===== src/rtl/aes_ctrl_pkg.sv =====
// Shared definitions for the AES control path: command codes, sync byte default
// and the frame packer FSM encoding.
package aes_ctrl_pkg;

   localparam logic [7:0] SYNC_DEFAULT = 8'hA5;

   localparam logic [7:0] CMD_ENCRYPT  = 8'h01;
   localparam logic [7:0] CMD_DECRYPT  = 8'h02;
   localparam logic [7:0] CMD_KEY_LOAD = 8'h03;

   typedef enum logic [1:0] {
      StHunt = 2'd0,
      StCmd  = 2'd1,
      StData = 2'd2,
      StPush = 2'd3
   } packer_state_e;

   function automatic logic is_legal_cmd(input logic [7:0] cmd);
      return (cmd == CMD_ENCRYPT) || (cmd == CMD_DECRYPT) || (cmd == CMD_KEY_LOAD);
   endfunction

endpackage


===== src/rtl/byte_timeout.sv =====
// Inter-byte idle counter; expire is asserted while enabled and the count sits at TIMEOUT-1.
module byte_timeout #(
   parameter int unsigned TIMEOUT = 1024
) (
   input  logic wr_clk,
   input  logic rst_n,
   input  logic clear,
   input  logic enable,
   output logic expire
);

   localparam int unsigned CW = (TIMEOUT > 1) ? $clog2(TIMEOUT) : 1;
   localparam logic [CW-1:0] LAST = CW'(TIMEOUT - 1);

   logic [CW-1:0] r_cnt;

   assign expire = enable && (r_cnt == LAST);

   always_ff @(posedge wr_clk or negedge rst_n) begin
      if (!rst_n) begin
         r_cnt <= '0;
      end else if (clear) begin
         r_cnt <= '0;
      end else if (enable && !expire) begin
         r_cnt <= r_cnt + CW'(1);
      end
   end

endmodule


===== src/rtl/aes_frame_packer.sv =====
// Collects SYNC/cmd/16-byte host frames and pushes them as five 32-bit words
// (header plus payload) into the downstream async FIFO.
module aes_frame_packer
   import aes_ctrl_pkg::*;
#(
   parameter logic [7:0]  SYNC    = SYNC_DEFAULT,
   parameter int unsigned TIMEOUT = 1024
) (
   input  logic        wr_clk,
   input  logic        rst_n,
   input  logic        in_valid,
   input  logic [7:0]  in_data,
   output logic        in_ready,
   input  logic        wfull,
   output logic        wr_en,
   output logic [31:0] din,
   output logic        frame_err,
   output logic [7:0]  err_cnt,
   output logic        busy
);

   packer_state_e r_state, w_state_d;

   logic [7:0]   r_cmd;
   logic [7:0]   r_seq;
   logic [7:0]   r_err_cnt;
   logic [127:0] r_buf;
   logic [3:0]   r_bidx;
   logic [2:0]   r_widx;
   logic         r_frame_err;

   logic w_accept;
   logic w_in_frame;
   logic w_expire;
   logic w_drop;

   assign in_ready   = (r_state != StPush);
   assign busy       = (r_state != StHunt);
   assign wr_en      = (r_state == StPush) && !wfull;
   assign frame_err  = r_frame_err;
   assign err_cnt    = r_err_cnt;
   assign w_accept   = in_valid && in_ready;
   assign w_in_frame = (r_state == StCmd) || (r_state == StData);

   // Held clear outside CMD/DATA so every frame starts with a fresh count.
   byte_timeout #(
      .TIMEOUT (TIMEOUT)
   ) u_byte_timeout (
      .wr_clk (wr_clk),
      .rst_n  (rst_n),
      .clear  (w_accept || !w_in_frame),
      .enable (w_in_frame),
      .expire (w_expire)
   );

   always_ff @(posedge wr_clk or negedge rst_n) begin
      if (!rst_n) begin
         r_state <= StHunt;
      end else begin
         r_state <= w_state_d;
      end
   end

   // An accepted byte always wins over a timeout expiring in the same cycle.
   always_comb begin
      w_state_d = r_state;
      w_drop    = 1'b0;
      unique case (r_state)
         StHunt: begin
            if (w_accept && (in_data == SYNC)) w_state_d = StCmd;
         end
         StCmd: begin
            if (w_accept) begin
               if (is_legal_cmd(in_data)) begin
                  w_state_d = StData;
               end else begin
                  w_drop    = 1'b1;
                  w_state_d = StHunt;
               end
            end else if (w_expire) begin
               w_drop    = 1'b1;
               w_state_d = StHunt;
            end
         end
         StData: begin
            if (w_accept) begin
               if (r_bidx == 4'd15) w_state_d = StPush;
            end else if (w_expire) begin
               w_drop    = 1'b1;
               w_state_d = StHunt;
            end
         end
         StPush: begin
            if (wr_en && (r_widx == 3'd4)) w_state_d = StHunt;
         end
         default: w_state_d = StHunt;
      endcase
   end

   always_ff @(posedge wr_clk or negedge rst_n) begin
      if (!rst_n) begin
         r_cmd       <= '0;
         r_seq       <= '0;
         r_err_cnt   <= '0;
         r_buf       <= '0;
         r_bidx      <= '0;
         r_widx      <= '0;
         r_frame_err <= 1'b0;
      end else begin
         r_frame_err <= w_drop;
         if (w_drop) begin
            r_buf  <= '0;
            r_bidx <= '0;
            if (r_err_cnt != 8'hFF) r_err_cnt <= r_err_cnt + 8'd1;
         end
         if ((r_state == StCmd) && w_accept) begin
            r_cmd  <= in_data;
            r_bidx <= '0;
         end
         // Shift-in leaves the first payload byte at [127:120] after 16 bytes.
         if ((r_state == StData) && w_accept) begin
            r_buf  <= {r_buf[119:0], in_data};
            r_bidx <= r_bidx + 4'd1;
            r_widx <= '0;
         end
         if (wr_en) begin
            if (r_widx == 3'd4) begin
               r_widx <= '0;
               r_seq  <= r_seq + 8'd1;
            end else begin
               r_widx <= r_widx + 3'd1;
            end
         end
      end
   end

   always_comb begin
      din = '0;
      case (r_widx)
         3'd0:    din = {SYNC, r_cmd, 8'h00, r_seq};
         3'd1:    din = r_buf[127:96];
         3'd2:    din = r_buf[95:64];
         3'd3:    din = r_buf[63:32];
         3'd4:    din = r_buf[31:0];
         default: din = '0;
      endcase
   end

endmodule


===== config.mk =====
export PLATFORM = sky130hd
export DESIGN_NAME = aes_frame_packer
export DESIGN_NICKNAME = d
export VERILOG_FILES = /design/src/rtl/aes_ctrl_pkg.sv /design/src/rtl/byte_timeout.sv /design/src/rtl/aes_frame_packer.sv
export SDC_FILE = /design/constraint.sdc
export NUM_CORES = 1
export LEC_CHECK = 0
export CORE_MARGIN = 3
export CORE_UTILIZATION = 58
export CTS_BUF_LIST = sky130_fd_sc_hd__clkbuf_16
export DETAILED_ROUTE_END_ITERATION = 6
export GPL_TIMING_DRIVEN = 1
export PLACE_DENSITY = 0.78
export SYNTH_ARGS = -nofsm -noshare
export SYNTH_HDL_FRONTEND = slang
export SYNTH_SLANG_ARGS = --single-unit

===== constraint.sdc =====
create_clock -name wr_clk -period 2.4 [get_ports wr_clk]
set_input_delay 0.6 -clock wr_clk [delete_from_list [all_inputs] [get_ports wr_clk]]
set_output_delay 0.6 -clock wr_clk [all_outputs]
set_load 0.02 [all_outputs]

==> results.json, run 1 <==
{
  "outcome": "finished, violations left",
  "violations": "setup timing",
  "die_width_um": 121,
  "worstSkewPairLatency_ns": 0.43,
  "vias": 6038,
  "yosysMostFrequentCell": "dfrtp_1",
  "antenna_found_initial": 0,
  "synth_top_cell_by_area": "dfrtp_1",
  "routabilityCongestion": 0.979,
  "grt.total_usage_pct": 28.4,
  "slowest_delay_ns": 0.41,
  "ys_ff_latch": 172,
  "cp_cell_sequence": "buf_4, ha_2, nor2b_4, buf_12, buf_4, a22oi_2, nand2_1, buf_2",
  "slew_viol_final": 0,
  "reg2reg_slack_ns": 0.19,
  "worst_slack_ns": -0.307,
  "yosys-top-cells-area": "dfrtp_1, a22o_1, a22oi_1",
  "p_leak_uw": 0.00446,
  "synthTopCellsByCount": "dfrtp_1, a22o_1, a22oi_1",
  "synth_area_um2": 7640,
  "diodes": 0,
  "dp_cells": 862,
  "die-area_um2": 14600,
  "cp-start-kind": "flip-flop",
  "met1Wirelength_um": 8520,
  "root_buffer": "clkbuf_16",
  "h-tree-depth": 4,
  "r2r_cells": 8,
  "start_util_pct": 59.8,
  "cp-end-kind": "output pin",
  "port_buffers": 55,
  "grt_max_degree": 69,
  "pin_count": 56,
  "synth_area_per_cell_um2": 12.2,
  "setup_viol": 32,
  "finalPower_uw": 11000,
  "fmax_ghz": 0.369,
  "vias_per_cell": 6.68,
  "cts_buffers": 17,
  "place_ws_ns": -0.361,
  "synth_ff_type": "dfrtp_1",
  "grt_pass1_wl_um": 32200,
  "drive_gt1_share_pct": 27.9,
  "critPathSlowestCell": "dfrtp_1",
  "grt_pass1_vias": 5993,
  "nets": 746,
  "r2r_end": "err_cnt[4]$_DFFE_PN0P_",
  "route.met3.wl_um": 1670,
  "cts.path.max_buffers": 2,
  "clock-sinks": 172,
  "async_flop_share_pct": 100,
  "powerDensity_nw_per_um2": 1150,
  "yosysWarnings": 0,
  "cts_tree": "yes",
  "met2WireLength_um": 9820,
  "max_slew_margin_pct": 56.8,
  "ys_seq_area_share_pct": 56.3,
  "n_fill_cell": 795,
  "worstPathRequired_ns": 1.80,
  "skew_ns": 0.00805,
  "cp.arrival_ns": 2.11,
  "hp-class": "input pin to async pin",
  "critPathMaxFanout": 14,
  "hold_violations": 0,
  "wl_per_cell_um": 22.7,
  "postRouteAntennaNets": 0,
  "maxCapViolations": 0,
  "critPathKind": "flip-flop to output pin",
  "rsz0062_at_grt": "true",
  "row_count": 41,
  "highest-signal-layer": "met4",
  "synth_top_area_share_pct": 56.3,
  "dieHeight_um": 121,
  "first_iter_violations": 790,
  "core_um2": 12800,
  "layout.cells.non_filler": 904,
  "worst_pin_slew_ns": 0.648,
  "hpwl_um": 12900,
  "postSynthCellCount": 625,
  "period_needed_ns": 2.71,
  "yosysUniqueCellTypes": 50,
  "max-vdd-ir-drop_mv": 0.942,
  "syn_to_final_growth_pct": 25.5,
  "first_pass_iters": 6,
  "drc_errors": 0,
  "synth_edf_count": 0,
  "overflow": 0,
  "routed_wirelength_um": 20500,
  "period_share_pct": 113,
  "clk_pin_slew_ns": 0.06,
  "synth_nets": 651,
  "crit_top_cell": "buf_4",
  "tns_ns": -6.06,
  "r2r-start": "r_state[0]$_DFFE_PN0P_"
}
## kinds of logic (layout without fill, tap and decap cells)
family,after synthesis,in the layout,share of synthesized area [%]
AO/OA/AOI/OAI,221,221,23.7
XOR/XNOR,19,19,2.18
adder cells (fa/ha/maj),14,14,2.29
buffers and inverters,54,161,4.10
flip-flops,172,172,56.3
multiplexers,12,12,1.77
AND/OR/NAND/NOR,133,133,9.63
## placed cells by master, fill, tap and decap left out, types with 4 or more instances in the layout
master	count
nand2_1	37
nand4_1	6
nor3_1	9
buf_6	20
xnor2_1	10
nand2_2	5
clkbuf_16	17
inv_1	9
buf_12	14
dfrtp_1	172
nor2_1	16
a22oi_2	34
buf_2	12
a22o_1	131
a222oi_1	5
mux2_2	10
nand3_1	26
clkdlybuf4s50_1	19
a21oi_1	8
ha_2	4
xor2_1	9
buf_4	52
o21ai_0	5
ha_1	8
a22oi_1	21
o21ai_1	4
## power by group
part	leakage (uW)	total (uW)	switching [uW]	internal, uW
Sequential	0.00236	4100	653	3450
Combinational	0.00183	4280	2380	1890
Clock	0.000274	2600	1090	1510
## cell type report
type                            instances  area, um2  share of cell area (%)
Clock buffer                           17        425                    4.44
Clock inverter                         14        130                    1.36
Inverter                                8       30.0                   0.313
Multi-Input combinational cell        399       3280                    34.2
Sequential cell                       172       4300                    44.9
Tap cell                              172        215                    2.25
Timing Repair Buffer                  122       1200                    12.5
## worst max-delay path: cells and delay by family (launching register included)
| family | cells | cell delay (ns) |
|---|---|---|
| AO/OA/AOI/OAI | 1 | 0.21 |
| adder cells (fa/ha/maj) | 1 | 0.19 |
| buffers and inverters | 4 | 0.63 |
| flip-flops | 1 | 0.41 |
| AND/OR/NAND/NOR | 2 | 0.25 |
## registers in the layout (all words and copies together), names as in the netlist
name,count
r_buf,128
u_byte_timeout.r_cnt,10
err_cnt,8
r_cmd,8
r_seq,8
r_bidx,4
r_widx,3
r_state,2
frame_err,1
## metrics by stage
step,utilization [%],cell area (um2),hold WS (ns)
after floorplan,-,7640,0.304
after global placement,68.0,8680,0.473
after detailed placement,68.0,8680,0.484
after CTS,74.0,9450,0.196
after global routing,75.0,9580,0.205
final,75.0,9580,0.175
## metal layers
layer  up-vias  global-route usage [%]
li1       2589                       -
met1      3070                    38.4
met3        51                    7.95
met5         -                       0
met2       328                    44.4
met4         0                    10.2
## worst max-delay path by stage
stage	endpoint	startpoint	slack [ns]
3_5_place_dp	din[3]	r_widx[0]$_DFFE_PN0P_	-0.36
6_report	din[8]	r_widx[0]$_DFFE_PN0P_	-0.31
2_1_floorplan	din[0]	r_widx[0]$_DFFE_PN0P_	0.03
5_1_grt	din[24]	r_widx[1]$_DFFE_PN0P_	-0.35
4_1_cts	din[29]	r_widx[1]$_DFFE_PN0P_	-0.29
3_3_place_gp	din[29]	r_widx[0]$_DFFE_PN0P_	-0.35
## timing repair
item | in CTS | in global routing
cloned | 0 | 1
hold buffers | 0 | 0
setup endpoints to repair | 35 | 33
pin swaps | 24 | 9
gates resized for setup | 225 | 18
setup buffers | 7 | 4
Note: power is estimated with default switching activity, not from simulation.
==> run 2: changes to the inputs <==
--- a/config.mk
+++ b/config.mk
@@ -10,7 +10,7 @@
 export CTS_BUF_LIST = sky130_fd_sc_hd__clkbuf_16
 export DETAILED_ROUTE_END_ITERATION = 6
 export GPL_TIMING_DRIVEN = 1
-export PLACE_DENSITY = 0.78
+export PLACE_DENSITY = 0.77
 export SYNTH_ARGS = -nofsm -noshare
 export SYNTH_HDL_FRONTEND = slang
 export SYNTH_SLANG_ARGS = --single-unit
==> run 2 against run 1 <==
- the flow still finishes with violations (setup timing)
- via count down 0.23%
- register-to-register slack worse by 0.02 ns
- clock skew rose by 0.0021 ns
- worst hold slack lost 0.13 ns
- global-route usage increased by 1.0 points
- combinational power grew 5.6%
- die area stayed put
- sequential power grew 1%
- worst setup slack better by 0.074 ns
- cell count decreased by 0.55%
- sequential share of layout area is 0.45 points lower
==> results.json, run 2 (same netlist as run 1, synthesis figures left out) <==
{
  "highest-signal-layer": "met4",
  "route.met3.wl_um": 1560,
  "cts_buffers": 17,
  "core_um2": 12800,
  "worstPathRequired_ns": 1.80,
  "layout_commonest_cell": "dfrtp_1",
  "cp.arrival_ns": 2.03,
  "drc_errors": 0,
  "cts.path.max_buffers": 2,
  "wl_per_cell_um": 23.4,
  "antenna_found_initial": 0,
  "start_util_pct": 59.8,
  "rsz0062_at_grt": "true",
  "timing.hold.ws_ns": 0.0439,
  "root_buffer": "clkbuf_16",
  "first_iter_violations": 948,
  "postRouteAntennaNets": 0,
  "cp-start-kind": "flip-flop",
  "met1Wirelength_um": 8770,
  "outcome": "finished, violations left",
  "skew_ns": 0.0102,
  "dieHeight_um": 121,
  "worstSkewPairLatency_ns": 0.43,
  "violations": "setup timing",
  "critPathKind": "flip-flop to output pin",
  "clock-sinks": 172,
  "p_leak_uw": 0.00449,
  "critPathMaxFanout": 6,
  "h-tree-depth": 4,
  "tns_ns": -6.05,
  "drive_gt1_share_pct": 30.4,
  "hpwl_um": 13100,
  "grt.total_usage_pct": 29.5,
  "met2WireLength_um": 10200,
  "overflow": 0,
  "maxCapViolations": 0,
  "powerDensity_nw_per_um2": 1140,
  "n_fill_cell": 786,
  "vias_per_cell": 6.70,
  "period_needed_ns": 2.63,
  "max_slew_margin_pct": 74.3,
  "first_pass_iters": 6,
  "cp-end-kind": "output pin",
  "syn_to_final_growth_pct": 26.8,
  "die-area_um2": 14600,
  "period_share_pct": 110,
  "clk_pin_slew_ns": 0.06,
  "setup_viol": 32,
  "routed_wirelength_um": 21100,
  "grt_pass1_vias": 6062,
  "worst_slack_ns": -0.233,
  "pin_count": 56,
  "port_buffers": 55,
  "top_register": "r_buf",
  "mostFrequentLayoutCells": "dfrtp_1, a22o_1, buf_4",
  "holdBufCountCts": 0,
  "largest_reg_flops": 128,
  "routabilityCongestion": 0.960,
  "hold_violations": 0,
  "cts_tree": "yes",
  "max-vdd-ir-drop_mv": 0.652,
  "hp-class": "input pin to async pin",
  "diodes": 0,
  "die_width_um": 121,
  "grt_max_degree": 84,
  "grt_pass1_wl_um": 33300,
  "vias": 6024,
  "nets": 742,
  "slew_viol_final": 0,
  "row_count": 41,
  "largestRegisters": "r_buf x128, u_byte_timeout.r_cnt x10",
  "worst_pin_slew_ns": 0.385,
  "fmax_ghz": 0.380
}
-- run 2: routing by layer --
| metal | vias to the layer above | track usage [%] |
|---|---|---|
| met5 | - | 0 |
| met4 | 0 | 9.14 |
| met3 | 50 | 6.55 |
| met2 | 312 | 46.3 |
| met1 | 3080 | 41.3 |
| li1 | 2582 | - |
-- run 2: where the power goes --
group	internal, uW	switching [uW]
Sequential	3450	702
Clock	1280	1080
Combinational	2080	2440
-- run 2: worst max-delay path: stages, from the launching register on --
cell and delay, ns:
dfrtp_2 0.45, buf_6 0.14, ha_4 0.15, nor2b_4 0.17, a222oi_1 0.33, o21ai_1 0.17, buf_4 0.19
-- run 2: area by class of cell --
cell class / instances / area [um2] / area share, %
clock buffers: 17 / 425 / 4.39
clock inverters: 13 / 62.6 / 0.646
repair buffers: 118 / 1250 / 12.9
flip-flops and latches: 172 / 4310 / 44.5
multi-input cells: 399 / 3390 / 35.0
well taps: 172 / 215 / 2.22
inverters: 8 / 30.0 / 0.310
-- run 2: final timing paths --
kind / slack, ns / cells after the start / from / endpoint
setup / recovery: -0.23 / 6 / r_widx[0]$_DFFE_PN0P_ / din[19]
hold / removal: 0.04 / 1 / rst_n / r_buf[85]$_DFFE_PN0P_
setup reg to reg: 0.17 / 7 / r_state[0]$_DFFE_PN0P_ / err_cnt[1]$_DFFE_PN0P_
hold reg to reg: 0.49 / 1 / err_cnt[4]$_DFFE_PN0P_ / err_cnt[4]$_DFFE_PN0P_
max in group asynchronous: 1.64 / 2 / rst_n / r_widx[1]$_DFFE_PN0P_
min in group wr_clk: 0.49 / 1 / err_cnt[4]$_DFFE_PN0P_ / err_cnt[4]$_DFFE_PN0P_
-- run 2: what timing repair did --
| action | 4_1_cts | 5_1_grt |
|---|---|---|
| gates cloned | 3 | 1 |
| setup buffers | 3 | 5 |
| pin swaps | 20 | 31 |
| gates resized for setup | 243 | 41 |
| endpoints found under the setup margin | 35 | 33 |
-- run 2: metrics by stage --
step / std cells / util [%] / instance area, um2 / setup WS, ns / total power [uW]
floorplan: 625 / - / 7640 / 0.0326 / 6180
global placement: 860 / 68.0 / 8680 / -0.217 / 7760
detailed placement: 860 / 68.0 / 8680 / -0.290 / 7870
CTS: 896 / 74.5 / 9520 / -0.223 / 10700
global route: 899 / 75.8 / 9690 / -0.310 / 11500
finish: 899 / 75.8 / 9690 / -0.233 / 11000
==> edit 1: new RTL, settings of run 1 <==
`TIMEOUT` is set to 1024 in 2 places; all go to 2048.
--- a/src/rtl/byte_timeout.sv
+++ b/src/rtl/byte_timeout.sv
@@ -1,6 +1,6 @@
 // Inter-byte idle counter; expire is asserted while enabled and the count sits at TIMEOUT-1.
 module byte_timeout #(
-   parameter int unsigned TIMEOUT = 1024
+   parameter int unsigned TIMEOUT = 2048
 ) (
    input  logic wr_clk,
    input  logic rst_n,
--- a/src/rtl/aes_frame_packer.sv
+++ b/src/rtl/aes_frame_packer.sv
@@ -4,7 +4,7 @@
    import aes_ctrl_pkg::*;
 #(
    parameter logic [7:0]  SYNC    = SYNC_DEFAULT,
-   parameter int unsigned TIMEOUT = 1024
+   parameter int unsigned TIMEOUT = 2048
 ) (
    input  logic        wr_clk,
    input  logic        rst_n,
Behaviour: same outputs for any inputs over 10 cycles, from zero or initial values and one cycle with rst_n low; that may be too few to reach the edited logic, so the function may still have changed.
==> edit 1 against run 1 <==
The flow still finishes with violations (negative setup slack). Worst setup slack worse by 0.23 ns. Sequential share of layout area is 5.6 points lower. Power is 6.5% higher. Count of clock-buffer cells in the layout stayed put. Routed wire length is 24% higher. Sequential cell count is 1 higher. Design area is 15% higher. Clock power is 7% higher. Synthesized area is 14% higher. Non-clock buffer count is 40 higher. Critical path depth is 1 lower. Critical path type unchanged. Largest power group unchanged. Utilization is 0.53 points higher. Global-route usage is 3.4 points higher.
==> edit 1: results (changes against run 1) <==
metric;value;unit;change
first_iter_violations;1026;;+30%
irDropWorstVdd;0.636;mV;-32%
place_congestion;0.893;;-8.7%
via_per_inst;6.22;;-6.8%
status;finished, violations left;;
dpl-instance-area;0.0101;mm²;+16%
drt_first_pass_iters;7;;+1
cts_buffers;17;;unchanged
fillers;975;;+23%
grt_pass1_vias;7552;;+26%
violations;negative setup slack;;
worst_slew_pin_slew;0.553;ns;-0.0950 ns
final.setup.worst_slack;-0.536;ns;-0.229 ns
synthCells;915;;+46%
power.leakage;4.77;nW;+7.1%
synth_fp_nets;941;;+45%
drive_above_1_share;32.6;%;+4.8 points
wire_per_inst;20.6;µm;-9.0%
grt_max_degree;68;;-1.4%
synth_common_cells;299 x nand2_1, 173 x dfrtp_1, 99 x o21ai_2;;
antennaDiodeCount;0;;unchanged
dp_hpwl;16300;µm;+26%
finalNonFillerCells;1229;;+36%
ys_types;48;;-4.0%
setup_viol;32;;unchanged
ys_seq_area_share;49.8;%;-6.5 points
largest_registers;r_buf x128, u_byte_timeout.r_cnt x11;;
nets;1058;;+42%
==> edit 1: changes by cell type in the layout (fill, tap and decap cells not counted), moves of 5 or more <==
cell / change
nand2_1: +261
a22o_1: -126
o21ai_2: +99
buf_4: +43
o21ai_0: +32
a22oi_2: -23
a21oi_2: +15
a22oi_1: +14
nand3_1: -14
a31oi_2: +9
buf_2: -7
buf_6: -5
==> edit 1: critical path, cell delays in order (launching register included) <==
cell and delay [ns]:
dfrtp_2 0.45, ha_4 0.19, ha_4 0.17, buf_12 0.14, buf_8 0.13, a222oi_1 0.41, a21oi_1 0.20, buf_4 0.20
==> edit 1: path summary, 6_finish.rpt <==
check	from	to	slack (ns)	cells past startpoint
max in group asynchronous	rst_n	r_buf[123]	1.63	2
worst min register to register	r_buf[102]	r_buf[110]	0.50	2
worst min-delay path	rst_n	r_buf[42]	0.12	1
min in group wr_clk	r_buf[102]	r_buf[110]	0.50	2
worst max-delay path	r_widx[1]	din[1]	-0.54	7
worst max register to register	r_state[0]	err_cnt[6]	0.15	7
==> edit 1: layer usage <==
layer	share of wire, %	up-vias	wire (µm)	GRT usage, %
met5	0	-	0	0
met3	7.4	96	1880	7.14
met1	41	3741	10300	42.8
met2	47	399	11900	48.5
met4	5.3	0	1340	16.4
li1	-	3411	-	-
==> edit 1: what timing repair did <==
action | 4_1_cts | 5_1_grt
gates cloned | 4 | 1
gates resized for setup | 194 | 18
setup buffers | 11 | 3
setup endpoints to repair | 35 | 128
pin swaps | 18 | 8
==> edit 1: logic make-up (layout without fill, tap and decap cells) <==
group | after synthesis | in the layout | synth area share [%]
XOR/XNOR | 21 | 21 | 2.12
AND/OR/NAND/NOR | 372 | 372 | 17.7
buffers and inverters | 73 | 203 | 5.24
multiplexers | 11 | 11 | 1.42
flip-flops | 173 | 173 | 49.8
AO/OA/AOI/OAI | 251 | 251 | 21.7
adder cells (fa/ha/maj) | 14 | 14 | 2.01
==> edit 1: layout make-up <==
cell class | count | share of cell area (%)
tap | 184 | 2.09
sequential | 173 | 39.3
timing repair buffer | 162 | 15.0
clock buffer | 17 | 3.86
inverter | 9 | 0.306
multi-input combinational | 669 | 37.9
clock inverter | 15 | 1.50
==> edit 1: per-stage QoR <==
stage | setup WS [ns] | TNS (ns) | utilization, % | power [mW]
floorplan | -0.0547 | -0.183 | - | 6.39
global placement | -0.499 | -39.86 | 69.1 | 8.24
detailed placement | -0.532 | -43.47 | 69.1 | 8.31
CTS | -0.428 | -11.38 | 74.8 | 11.5
global route | -0.555 | -15.29 | 75.6 | 12.2
finish | -0.536 | -13.67 | 75.6 | 11.7
==> edit 1: power breakdown <==
group,internal [mW],switching (mW),total [mW],leakage (nW)
Clock,1.55,1.22,2.77,0.284
Sequential,3.40,0.571,3.97,2.37
Combinational,2.15,2.80,4.95,2.12
==> edit 2: new RTL, config.mk and constraints of run 1 <==
Without the edit above. Register the output `err_cnt` once more; this adds one clock of latency there. The other outputs are not delayed to match.
--- a/src/rtl/aes_frame_packer.sv
+++ b/src/rtl/aes_frame_packer.sv
@@ -38,7 +38,9 @@
    assign busy       = (r_state != StHunt);
    assign wr_en      = (r_state == StPush) && !wfull;
    assign frame_err  = r_frame_err;
-   assign err_cnt    = r_err_cnt;
+   always_ff @(posedge wr_clk) begin
+      err_cnt <= r_err_cnt;
+   end
    assign w_accept   = in_valid && in_ready;
    assign w_in_frame = (r_state == StCmd) || (r_state == StData);
 
Formal check against the unedited RTL: not equivalent (a bounded check fails within 4 cycles, from zero or initial values and one cycle with rst_n low).
==> edit 2 against run 1 <==
Combinational power grew 12%. The run still ends with negative setup slack left. Worst setup slack lost 0.051 ns. Routed wire length grew 13%. Sequential cell count grew 8. Synthesized area grew 1.4%. Via count grew 6.4%. Design area grew 6.1%. Count of clock-buffer cells in the layout is the same. Power grew 7.1%.
==> edit 2: results (changes against run 1) <==
metric;value;unit;change
wire_per_inst;25.1;µm;+11%
grt_pass1_wl;34100;µm;+5.9%
synthCells;643;;+2.9%
place_congestion;0.849;;-13%
area_growth;31.3;%;
min_path_type;input pin to async pin;;
num_vias;6423;;+6.4%
nets;765;;+2.5%
crit_fanout;7;;-7
drt_first_pass_iters;7;;+1
antennaDiodeCount;0;;unchanged
drive_above_1_share;31.5;%;+3.6 points
violations;negative setup slack;;
power.leakage;4.77;nW;+7.1%
synth_area_leaders;dfrtp_1 56%, a22o_1 14%, a22oi_1 5.3%;;
relSlewSlack;64.2;%;+7.4 points
grtUsageTotal;29.9;%;+1.5 points
dp_hpwl;13400;µm;+3.6%
ys_types;43;;-14%
arrival;2.16;ns;+0.05 ns
async_flop_share;95.6;%;-4.4 points
setup_viol;32;;unchanged
dp.cells;873;;+1.3%
irDropWorstVdd;0.656;mV;-30%
ys_seq_area_share;57.6;%;+1.3 points
first_iter_violations;814;;+3.0%
synth_fp_nets;669;;+2.8%
grt_pass1_vias;6257;;+4.4%
status;finished, violations left;;
internal_power;7.36;mW;+7.4%
dpl-instance-area;0.00882;mm²;+1.5%
final.setup.worst_slack;-0.358;ns;-0.0510 ns
synth_common_cells;172 x dfrtp_1, 128 x a22o_1, 55 x a22oi_1;;
grt_max_degree;66;;-4.3%
fillers;721;;-9.3%
[edit 2: power groups by stage]
stage,Combinational [mW],Sequential [mW],Clock [mW]
2_1_floorplan,2.26,3.93,0
3_3_place_gp,3.75,4.04,0
3_5_place_dp,3.87,4.07,0
4_1_cts,4.16,4.05,2.83
5_1_grt,5.05,4.17,2.98
6_report,4.80,4.13,2.82
[edit 2: repair_timing]
item                       CTS  global route
pin swaps                   19            39
gates cloned                 2             4
setup buffers                1            13
setup endpoints to repair   35            96
gates resized for setup    221            84
[edit 2: worst max-delay path, cell delays in order, from the launching register on]
cell	delay (ns)
dfrtp_1	0.44
buf_6	0.15
ha_4	0.15
nor2b_4	0.15
buf_12	0.14
a222oi_1	0.34
o21ai_1	0.16
buf_4	0.19
[edit 2: path summary, 6_finish.rpt]
path                       cells past startpoint  slack [ns]    endpoint                     from
max reg2reg                                    7        0.19   r_buf[28]  u_byte_timeout.r_cnt[0]
min in group wr_clk                            0        0.42  err_cnt[1]             r_err_cnt[1]
min                                            1        0.12   r_buf[82]                    rst_n
min reg2reg                                    0        0.42  err_cnt[1]             r_err_cnt[1]
max in group asynchronous                      2        1.62   r_buf[46]                    rst_n
max                                            7       -0.36     din[29]                r_widx[1]
[edit 2: per-stage QoR]
stage / hold slack (ns) / worst slack (ns) / TNS, ns
6_report: 0.122 / -0.358 / -8.77
2_1_floorplan: 0.304 / 0.0935 / 0
4_1_cts: 0.134 / -0.309 / -6.55
5_1_grt: 0.146 / -0.407 / -10.47
3_5_place_dp: 0.404 / -0.356 / -8.64
3_3_place_gp: 0.394 / -0.225 / -8.00
[edit 2: routing by layer]
metal  GRT usage, %  share of wire (%)  vias up  wire [µm]
li1               -                  -     2644          -
met1           41.7                 40     3327       9200
met2           46.1                 49      379      11300
met3           7.57                8.5       73       1980
met4           10.4                3.3        0        769
met5              0                  0        -          0
[edit 2: cell families (layout without fill, tap and decap cells)]
logic type,after synthesis,after routing,synth area share (%)
xor+xnor,18,18,2.03
compound gates,228,228,23.6
mux,13,13,1.87
flops,180,180,57.6
fa+ha+maj,14,14,2.26
simple gates,130,130,8.19
buf+inv,60,169,4.41
[edit 2: layout make-up]
type | count | share of cell area [%]
Sequential cell | 180 | 43.9
Multi-Input combinational cell | 403 | 33.3
Timing Repair Buffer | 127 | 14.5
Clock buffer | 17 | 4.18
Tap cell | 172 | 2.12
Clock inverter | 15 | 1.64
Inverter | 10 | 0.369
